===== src/rtl/icache_data_port_ctrl.sv =====
// Shares one icache data-way RAM port between fetch lookups (data 1 cycle after accept) and 8-beat refills committed in one write.
// Lookups stall during WRITE and on a same-line hit while collecting; ICACHE_DATA_BYPASS_EN forwards the line buffer during WRITE.
module icache_data_port_ctrl #(
  parameter int INDEX_W = 7,
  parameter int LINE_W  = 256,
  parameter int BEAT_W  = 32
) (
  input  logic                  clk,
  input  logic                  rst,
  input  logic                  lookup_req,
  input  logic [INDEX_W-1:0]    lookup_index,
  output logic                  lookup_ready,
  output logic                  lookup_rvalid,
  output logic [LINE_W-1:0]     lookup_rdata,
  input  logic                  refill_start,
  input  logic [INDEX_W-1:0]    refill_index,
  input  logic                  refill_beat_valid,
  input  logic [BEAT_W-1:0]     refill_beat_data,
  input  logic                  refill_beat_last,
  output logic                  refill_busy,
  output logic                  refill_done,
  output logic                  ram_en,
  output logic [LINE_W/8-1:0]   ram_wen,
  output logic [INDEX_W-1:0]    ram_index,
  output logic [LINE_W-1:0]     ram_wdata,
  input  logic [LINE_W-1:0]     ram_rdata
);

  localparam int NBEATS     = LINE_W / BEAT_W;
  localparam int CNT_W      = $clog2(NBEATS);
  localparam int BEAT_BYTES = BEAT_W / 8;

  typedef enum logic [1:0] {IDLE, COLLECT, WRITE} state_e;

  state_e               state_q, state_d;
  logic [INDEX_W-1:0]   r_index_q, r_index_d;
  logic [CNT_W-1:0]     beat_cnt_q, beat_cnt_d;
  logic [NBEATS-1:0]    mask_q, mask_d;
  logic [LINE_W-1:0]    buf_q, buf_d;
  logic                 lookup_rvalid_q, lookup_rvalid_d;
  logic                 refill_done_q, refill_done_d;
  logic                 refill_busy_q, refill_busy_d;
  logic                 line_hit;
  logic                 lookup_fire;
`ifdef ICACHE_DATA_BYPASS_EN
  logic                 bypass_q, bypass_d;
`endif

  always_comb begin
    state_d    = state_q;
    r_index_d  = r_index_q;
    beat_cnt_d = beat_cnt_q;
    mask_d     = mask_q;
    buf_d      = buf_q;
    unique case (state_q)
      IDLE: begin
        if (refill_start) begin
          state_d    = COLLECT;
          r_index_d  = refill_index;
          beat_cnt_d = '0;
          mask_d     = '0;
        end
      end
      COLLECT: begin
        if (refill_beat_valid) begin
          buf_d[int'(beat_cnt_q)*BEAT_W +: BEAT_W] = refill_beat_data;
          mask_d[beat_cnt_q] = 1'b1;
          beat_cnt_d = beat_cnt_q + 1'b1;
          if (refill_beat_last || (beat_cnt_q == CNT_W'(NBEATS-1))) begin
            state_d = WRITE;
          end
        end
      end
      WRITE:   state_d = IDLE;
      default: state_d = IDLE;
    endcase
  end

  // Refill write owns the port; a lookup to the line being refilled would read stale data.
  always_comb begin
    line_hit     = (lookup_index == r_index_q);
    lookup_ready = 1'b1;
    unique case (state_q)
      COLLECT: lookup_ready = !line_hit;
`ifdef ICACHE_DATA_BYPASS_EN
      WRITE:   lookup_ready = line_hit;
`else
      WRITE:   lookup_ready = 1'b0;
`endif
      default: lookup_ready = 1'b1;
    endcase
    lookup_fire = lookup_req && lookup_ready;
  end

  always_comb begin
    ram_en    = 1'b0;
    ram_wen   = '0;
    ram_index = lookup_index;
    ram_wdata = buf_q;
    if (state_q == WRITE) begin
      ram_en    = 1'b1;
      ram_index = r_index_q;
      for (int k = 0; k < NBEATS; k++) begin
        ram_wen[k*BEAT_BYTES +: BEAT_BYTES] = {BEAT_BYTES{mask_q[k]}};
      end
    end else if (lookup_fire) begin
      ram_en = 1'b1;
    end
  end

  always_comb begin
    lookup_rvalid_d = lookup_fire;
    refill_done_d   = (state_q == WRITE);
    refill_busy_d   = (state_d != IDLE);
`ifdef ICACHE_DATA_BYPASS_EN
    bypass_d        = lookup_fire && (state_q == WRITE);
`endif
  end

  always_ff @(posedge clk or posedge rst) begin
    if (rst) begin
      state_q         <= IDLE;
      r_index_q       <= '0;
      beat_cnt_q      <= '0;
      mask_q          <= '0;
      buf_q           <= '0;
      lookup_rvalid_q <= 1'b0;
      refill_done_q   <= 1'b0;
      refill_busy_q   <= 1'b0;
`ifdef ICACHE_DATA_BYPASS_EN
      bypass_q        <= 1'b0;
`endif
    end else begin
      state_q         <= state_d;
      r_index_q       <= r_index_d;
      beat_cnt_q      <= beat_cnt_d;
      mask_q          <= mask_d;
      buf_q           <= buf_d;
      lookup_rvalid_q <= lookup_rvalid_d;
      refill_done_q   <= refill_done_d;
      refill_busy_q   <= refill_busy_d;
`ifdef ICACHE_DATA_BYPASS_EN
      bypass_q        <= bypass_d;
`endif
    end
  end

  assign lookup_rvalid = lookup_rvalid_q;
  assign refill_done   = refill_done_q;
  assign refill_busy   = refill_busy_q;

`ifdef ICACHE_DATA_BYPASS_EN
  // Buffer and mask stay intact through the cycle after WRITE, so forwarding reads them directly.
  always_comb begin
    lookup_rdata = ram_rdata;
    if (bypass_q) begin
      for (int k = 0; k < NBEATS; k++) begin
        lookup_rdata[k*BEAT_W +: BEAT_W] = mask_q[k] ? buf_q[k*BEAT_W +: BEAT_W] : '0;
      end
    end
  end
`else
  assign lookup_rdata = ram_rdata;
`endif

endmodule


===== config.mk =====
export PLATFORM = sky130hd
export DESIGN_NAME = icache_data_port_ctrl
export DESIGN_NICKNAME = d
export VERILOG_FILES = /design/src/rtl/icache_data_port_ctrl.sv
export SDC_FILE = /design/constraint.sdc
export NUM_CORES = 1
export LEC_CHECK = 0
export CAP_MARGIN = 40
export CORE_AREA = 2 2 339 341
export DETAILED_ROUTE_END_ITERATION = 10
export DIE_AREA = 0 0 341 343
export PLACE_DENSITY_LB_ADDON = 0.08
export SLEW_MARGIN = 20
export SYNTH_ARGS = -nofsm -noshare
export SYNTH_HDL_FRONTEND = slang
export SYNTH_SLANG_ARGS = --single-unit

===== constraint.sdc =====
create_clock -name clk -period 9 [get_ports clk]
set_input_delay 1.8 -clock clk [delete_from_list [all_inputs] [get_ports clk]]
set_output_delay 1.8 -clock clk [all_outputs]
set_load 0.02 [all_outputs]

==> key figures, run 1 <==
Status
  • Outcome: complete, no violations

Placed design
  • Port buffer count: 351
  • Gpl congestion: 0.672
  • Area of placed instances: 17600 µm²
  • Detailed placer's ending HPWL: 40700 µm
  • Dpl cells: 2686

Min path
  • Hold wc startpoint: ram_wdata[248]
  • Hold-critical path depth: 1
  • Worst hold-check path type: reg -> reg
  • Terminating pin of the worst hold path: ram_wdata[248]

Cells and area
  • Post-route insts no fill: 2765
  • Fraction of layout cells with a size suffix above 1: 25.9%
  • Layout overhead on the synthesized area: 31.2%
  • Fill cell count: 12429
  • Design Area, Final: 19000 µm²
  • NumNets Final: 1534

Yosys
  • Share of the yosys chip area belonging to registers: 48.3%
  • Avg Synthesized Cell Area: 12.8 µm²
  • Top cells by count, synth: 283 x sky130_fd_sc_hd__buf_4, 279 x sky130_fd_sc_hd__dfrtp_1, 132 x sky130_fd_sc_hd__mux2_2
  • Largest cells by area after synthesis: sky130_fd_sc_hd__dfrtp_1 48%, sky130_fd_sc_hd__buf_4 15%, sky130_fd_sc_hd__mux2_2 10%, sky130_fd_sc_hd__mux2_4 9.4%, sky130_fd_sc_hd__and2_1 4.3%
  • Synth top area share: 48.3%
  • Synth Area in Compound Gates: 0.805%
  • Most frequent cell after synthesis: sky130_fd_sc_hd__buf_4
  • Total of flip-flops plus latches after synthesis: 279
  • Post-synth top area cell: sky130_fd_sc_hd__dfrtp_1
  • Post-Synth Adder-Cell Area: 0.606%
  • Combinational family with the most area after synthesis: multiplexers
  • Fraction of the mapped netlist area in simple logic gates: 7.88%
  • Fraction of registers with async set/reset: 100%
  • Proportion of synthesized area in mux cells: 23.2%
  • Number of standard cells after synthesis: 1127
  • Ys Warns: 0
  • Fraction of synthesized cell area in xor and xnor cells: 0.424%
  • Library cells used by synthesis: 38
  • Number of flops mapped to enable cells by yosys: 0
  • Top_reg_cell synth: sky130_fd_sc_hd__dfrtp_1
  • Total nets after synthesis: 1442
  • Mapped cell area: 14500 µm²

Critical path
  • Reg2Reg Depth: 7
  • Classification of the worst setup path: in -> out
  • Data arrival, critical path: 3660 ps
  • Slowest CP cell: sky130_fd_sc_hd__clkdlybuf4s50_1
  • Crit path capture type: output pin
  • Endpoint of the worst register-to-register path: ram_wdata[169]
  • Buffers and inverters on the worst path: 2
  • Required arrival time at the worst endpoint: 7200 ps
  • Register-to-register path setup slack: 5710 ps
  • Worst Path Max Fanout: 3
  • Startpoint kind of the worst setup timing path: input port
  • Slowest cell delay on critical path: 570 ps
  • CP cell instances: clkdlybuf4s50_1 -> xor2_1 -> nor4_1 -> a21oi_1 -> clkdlybuf4s50_1
  • Cell with the most instances on the worst path: sky130_fd_sc_hd__clkdlybuf4s50_1
  • Family with the most delay on the worst path: buffers and inverters
  • Worst r2r src: beat_cnt_q[0]

Power
  • Switching part of the total: 35.6%
  • Seq pwr share: 32.9%
  • Proportion of power drawn by combinational gates: 36.7%
  • Maximum resistive drop on vdd: 0.110 mV
  • Post-layout total power: 5360 µW
  • Pwr dens: 283 nW/µm²
  • Share of power burned in the clock network: 30.5%
  • Switching Power: 1910 µW
  • Leakage power: 0.00798 µW
  • Internal power: 3450 µW

Route
  • Final routed wire length divided by cell count: 20.9 µm
  • Router iterations before antenna repair: 4
  • DRC violations left: 0
  • ANT nets after route: 0
  • Drt initial violations: 255
  • Final wirelength: 57700 µm
  • Vias: 8419
  • Post-detailed-route via-to-cell ratio: 3.04

Run
  • Total of max-cap violations: 0

Global routing
  • Initial antenna violation count: 7
  • Met1 Track Usage GR: 11.5%
  • Total overflow reported by the global router: 0
  • Vias in the first global route: 9396
  • Global Route met2 Usage: 16.1%
  • Overall global routing resource usage: 9.73%
  • Wire length of the first global-routing pass: 79700 µm
  • Most used routing layer in global routing: met2
  • Met3 global-route usage: 3.54%
  • Pin count of the biggest net entering global routing: 124

Clock tree
  • TritonCTS sink count: 279
  • Number of levels in the clock H-tree: 2
  • PostCTS Resize Cnt: 0
  • Library cell used as clock root buffer: sky130_fd_sc_hd__clkbuf_16
  • Max Root-Sink Buffers: 3
  • Clock slew at reported path FFs: 50 ps
  • Clock tree from TritonCTS: yes
  • TritonCTS Buffers: 42
  • Hold buffers post-CTS: 0
  • Insertion delay of the later-clocked pin in the worst-skew pair: 590 ps
  • Post-CTS setup buffers: 0

STA
  • Sum of negative setup slack: 0 ps
  • Max Freq: 183 MHz
  • Number of setup violations in the final report: 0
  • Final worst path period share: 60.7%
  • Number of endpoints with negative hold slack in the final report: 0
  • Slew headroom: 41.3%
  • RSZ-0062 raised after global routing: false
  • Slew at the pin closest to its max-slew limit: 881 ps
  • Final max-slew violation count: 0
  • Fin crit period: 5460 ps
  • Clock skew: 19.3 ps

Die
  • Starting utilization of the core area: 12.7%
  • Number of rows in the core area: 124
  • Count of boundary I/O pins: 864
  • Horizontal die dimension: 341 µm
  • Height of the die: 343 µm
  • CORE AREA: 113000 µm²
  • Area enclosed by the die boundary: 117000 µm²
through the flow:
step / hold slack [ps] / worst slack (ps) / util, %
after floorplan: 454 / 3510 / -
after global placement: 472 / 3490 / 15.4
after detailed placement: 476 / 3530 / 15.5
after CTS: 489 / 3520 / 16.7
after global routing: 494 / 3410 / 16.7
final: 482 / 3540 / 16.7
layout by cell type, fill, tap and decap left out, drive strengths merged, types with 2 or more instances in the layout:
master / netlist / final
diode: 0 / 4
clkdlybuf4s50: 0 / 351
nand2b: 2 / 2
o22ai: 3 / 3
and3b: 2 / 2
buf: 318 / 25
clkbuf: 10 / 66
ha: 7 / 7
clkinv: 0 / 6
a31oi: 2 / 2
and3: 8 / 8
and2: 100 / 100
o31a: 2 / 2
nand2: 32 / 32
nor3b: 3 / 3
inv: 39 / 39
a21oi: 9 / 9
nor4: 2 / 2
nor3: 2 / 2
mux2: 238 / 238
nor4b: 4 / 4
a22oi: 2 / 2
mux2i: 33 / 33
xor2: 7 / 7
nor2b: 4 / 4
nor2: 13 / 13
dfrtp: 279 / 279
logic make-up (layout without fill, tap and decap cells):
family / after synthesis / after routing
multiplexers: 271 / 271
adder cells (fa/ha/maj): 7 / 7
flip-flops: 279 / 279
XOR/XNOR: 7 / 7
buffers and inverters: 367 / 489
AND/OR/NAND/NOR: 177 / 177
AO/OA/AOI/OAI: 19 / 19
other: 0 / 4
area by class of cell:
class | instances | area, µm² | share of cell area (%)
Tap cell | 1512 | 1890 | 9.98
Timing Repair Buffer | 376 | 3820 | 20.1
Antenna cell | 4 | 10.0 | 0.0528
Sequential cell | 279 | 6980 | 36.8
Clock inverter | 8 | 68.8 | 0.363
Clock buffer | 66 | 1250 | 6.61
Inverter | 39 | 150 | 0.792
Multi-Input combinational cell | 481 | 4780 | 25.2
state kept, by name (all words and copies together), names as in the netlist:
name,cells
refill_done,1
mask_q,8
beat_cnt_q,3
lookup_rvalid,1
r_index_q,7
refill_busy,1
state_q,2
ram_wdata,256
worst max-delay path by stage:
stage / from / to / cells after the start
finish: lookup_index[1] / ram_en / 5
global route: lookup_index[1] / lookup_ready / 5
CTS: lookup_index[1] / ram_en / 5
detailed placement: lookup_index[1] / ram_en / 5
global placement: lookup_index[4] / lookup_ready / 5
floorplan: rst / beat_cnt_q[0] / 1
metal layers:
metal	routed length, µm	vias to the layer above
li1	-	3636
met1	23300	4270
met2	27900	363
met3	4540	150
met4	1970	0
met5	0	-
worst reg2reg max path, stage by stage, from the launching register on:
cell	delay (ps)
sky130_fd_sc_hd__dfrtp_1	320
sky130_fd_sc_hd__buf_4	320
sky130_fd_sc_hd__inv_1	180
sky130_fd_sc_hd__ha_1	250
sky130_fd_sc_hd__ha_1	450
sky130_fd_sc_hd__nor4b_4	660
sky130_fd_sc_hd__buf_4	560
sky130_fd_sc_hd__mux2_2	440
power by group through the flow:
| stage | Combinational, µW | Clock (µW) | Sequential, µW |
|---|---|---|---|
| after floorplan | 826 | 0 | 2100 |
| after global placement | 2030 | 0 | 1790 |
| after detailed placement | 2030 | 0 | 1790 |
| after CTS | 2040 | 1740 | 1770 |
| after global routing | 2120 | 1790 | 1810 |
| final | 1960 | 1630 | 1760 |
No activity file was read; power rests on OpenSTA's default activity.
==> inputs of run 2 (changes only) <==
==> constraint.sdc (replaced) <==
create_clock -name clk -period 4.6 [get_ports clk]
set_input_delay 0.92 -clock clk [delete_from_list [all_inputs] [get_ports clk]]
set_output_delay 0.92 -clock clk [all_outputs]
set_load 0.02 [all_outputs]
==> key figures, run 2 (synthesis results as in run 1) <==
Clock tree
  • Insertion delay of the later-clocked pin in the worst-skew pair: 580 ps (about the same)
  • Hold buffers post-CTS: 0 (unchanged)
  • Post-CTS setup buffers: 0 (unchanged)
  • Max Root-Sink Buffers: 3 (unchanged)
  • Library cell used as clock root buffer: sky130_fd_sc_hd__clkbuf_16
  • Clock slew at reported path FFs: 50 ps (about the same)
  • Number of levels in the clock H-tree: 2 (unchanged)
  • TritonCTS Buffers: 43 (+2.4%)
  • PostCTS Resize Cnt: 0 (unchanged)
  • TritonCTS sink count: 279 (unchanged)
  • Clock tree from TritonCTS: yes

Global routing
  • Pin count of the biggest net entering global routing: 68 (-45%)
  • Overall global routing resource usage: 9.79% (+0.062 points)
  • Initial antenna violation count: 5 (-2)
  • Total overflow reported by the global router: 0 (unchanged)
  • Wire length of the first global-routing pass: 79800 µm (+0.12%)
  • Vias in the first global route: 9342 (-0.57%)

Critical path
  • Required arrival time at the worst endpoint: 3680 ps (-3520 ps)
  • Worst Path Max Fanout: 3 (unchanged)
  • Reg2Reg Depth: 7 (unchanged)
  • Crit path capture type: output pin
  • Startpoint of the most critical setup path: lookup_index[1]
  • Register-to-register path setup slack: 1390 ps (-4320 ps)
  • Startpoint kind of the worst setup timing path: input port
  • Data arrival, critical path: 2750 ps (-910 ps)
  • Worst r2r src: beat_cnt_q[1]
  • Endpoint of the worst register-to-register path: ram_wdata[63]
  • Classification of the worst setup path: in -> out

Die
  • Number of rows in the core area: 124 (unchanged)
  • Area enclosed by the die boundary: 117000 µm² (unchanged)
  • Height of the die: 343 µm (unchanged)
  • Starting utilization of the core area: 12.7% (unchanged)
  • Count of boundary I/O pins: 864 (unchanged)
  • Horizontal die dimension: 341 µm (unchanged)
  • CORE AREA: 113000 µm² (unchanged)

Route
  • Drt initial violations: 253 (-0.78%)
  • Final wirelength: 58400 µm (+1.2%)
  • Post-detailed-route via-to-cell ratio: 3.05 (+0.14%)
  • Vias: 8446 (+0.32%)
  • Router iterations before antenna repair: 4 (unchanged)
  • ANT nets after route: 0 (unchanged)
  • Final routed wire length divided by cell count: 21.1 µm (+1.0%)
  • DRC violations left: 0 (unchanged)

STA
  • Post-route setup slack: 929 ps (-2610 ps)
  • Final max-slew violation count: 0 (unchanged)
  • Slew headroom: 50.1% (+8.8 points)
  • Max Freq: 272 MHz
  • RSZ-0062 raised after global routing: false
  • Slew at the pin closest to its max-slew limit: 745 ps (-136 ps)
  • Worst hold slack across all endpoints: 488 ps (+5.27 ps)
  • Number of setup violations in the final report: 0 (unchanged)
  • Fin crit period: 3670 ps
  • Final worst path period share: 79.8%
  • Number of endpoints with negative hold slack in the final report: 0 (unchanged)
  • Clock skew: 19.8 ps (+0.466 ps)

Min path
  • Terminating pin of the worst hold path: mask_q[0]
  • Worst hold-check path type: reg -> reg
  • Hold wc startpoint: mask_q[0]
  • Hold-critical path depth: 2 (+1)

Power
  • Leakage power: 0.00804 µW (+0.76%)
  • Pwr dens: 559 nW/µm² (+98%)
  • Maximum resistive drop on vdd: 0.198 mV (+80%)

Placed design
  • Gpl congestion: 0.677 (+0.85%)
  • Setup slack after placement: 910 ps (-2620 ps)
  • Port buffer count: 351 (unchanged)
  • Area of placed instances: 17700 µm² (+0.28%)
  • Dpl cells: 2695 (+0.34%)
  • Detailed placer's ending HPWL: 42000 µm (+3.2%)

Cells and area
  • Fill cell count: 12444 (+0.12%)
  • Fin util: 16.8% (+0.081 points)
  • Post-route insts no fill: 2770 (+0.18%)
  • Commonest non-fill, non-tap cell in the layout: sky130_fd_sc_hd__clkdlybuf4s50_1
  • Commonest non-fill, non-tap cells in the layout: 351 x sky130_fd_sc_hd__clkdlybuf4s50_1, 279 x sky130_fd_sc_hd__dfrtp_1, 132 x sky130_fd_sc_hd__mux2_2
  • Design Area, Final: 19100 µm² (+0.48%)
  • Layout overhead on the synthesized area: 31.8%
  • Largest register FFs: 256 (unchanged)
  • NumNets Final: 1544 (+0.65%)
  • Fraction of layout cells with a size suffix above 1: 26.6% (+0.67 points)

Status
  • Outcome: complete, no violations

Run
  • Total of max-cap violations: 0 (unchanged)
run 2: cell types whose count changed in the layout (fill, tap and decap cells not counted):
cell / previous run / this run
sky130_fd_sc_hd__buf_4: 16 / 27
sky130_fd_sc_hd__buf_12: 6 / 7
sky130_fd_sc_hd__clkbuf_8: 9 / 11
sky130_fd_sc_hd__clkinv_2: 6 / 3
sky130_fd_sc_hd__diode_2: 4 / 3
sky130_fd_sc_hd__clkbuf_1: 14 / 10
sky130_fd_sc_hd__buf_16: 2 / 0
sky130_fd_sc_hd__bufinv_16: 1 / 3
sky130_fd_sc_hd__buf_6: 1 / 0
run 2: metal layers:
metal  up-vias  global-route usage (%)  wire (µm)
met5         -                       0          0
met4         0                    3.57       1860
met3       144                    3.42       4390
li1       3651                       -          -
met2       356                    16.5      28400
met1      4295                    11.5      23800
run 2: cell type report:
cell class | count | area, µm² | share of cell area [%]
repair buffers | 385 | 3860 | 20.2
inverters | 39 | 150 | 0.788
clock inverters | 7 | 114 | 0.598
flip-flops and latches | 279 | 6980 | 36.6
diodes | 3 | 7.51 | 0.0394
clock buffers | 64 | 1260 | 6.64
well taps | 1512 | 1890 | 9.93
multi-input cells | 481 | 4780 | 25.1
run 2: through the flow:
stage          setup TNS, ps  total power (µW)
3_3_place_gp               0              7510
3_5_place_dp               0              7530
2_1_floorplan          -3720              5720
4_1_cts                    0             11000
5_1_grt                    0             11300
6_report                   0             10600
run 2: critical path, stage by stage:
cell and delay [ps]:
sky130_fd_sc_hd__clkdlybuf4s50_1 450, sky130_fd_sc_hd__xor2_1 180, sky130_fd_sc_hd__nor4_1 500, sky130_fd_sc_hd__a21oi_1 130, sky130_fd_sc_hd__clkdlybuf4s50_1 570
run 2: how the worst max path moves through the flow:
stage                          to  slack [ps]  depth (start not counted)
floorplan           beat_cnt_q[0]         -10                          1
global placement     lookup_ready         830                          5
detailed placement   lookup_ready         910                          5
CTS                  ram_index[5]         580                          4
global route         lookup_ready         780                          5
finish               lookup_ready         930                          5
run 2: power by group:
group          switching [µW]  internal [µW]  total (µW)
clock network            1270           2040        3310
registers                 410           3070        3480
logic                    2090           1770        3860
total                    3760           6880       10600
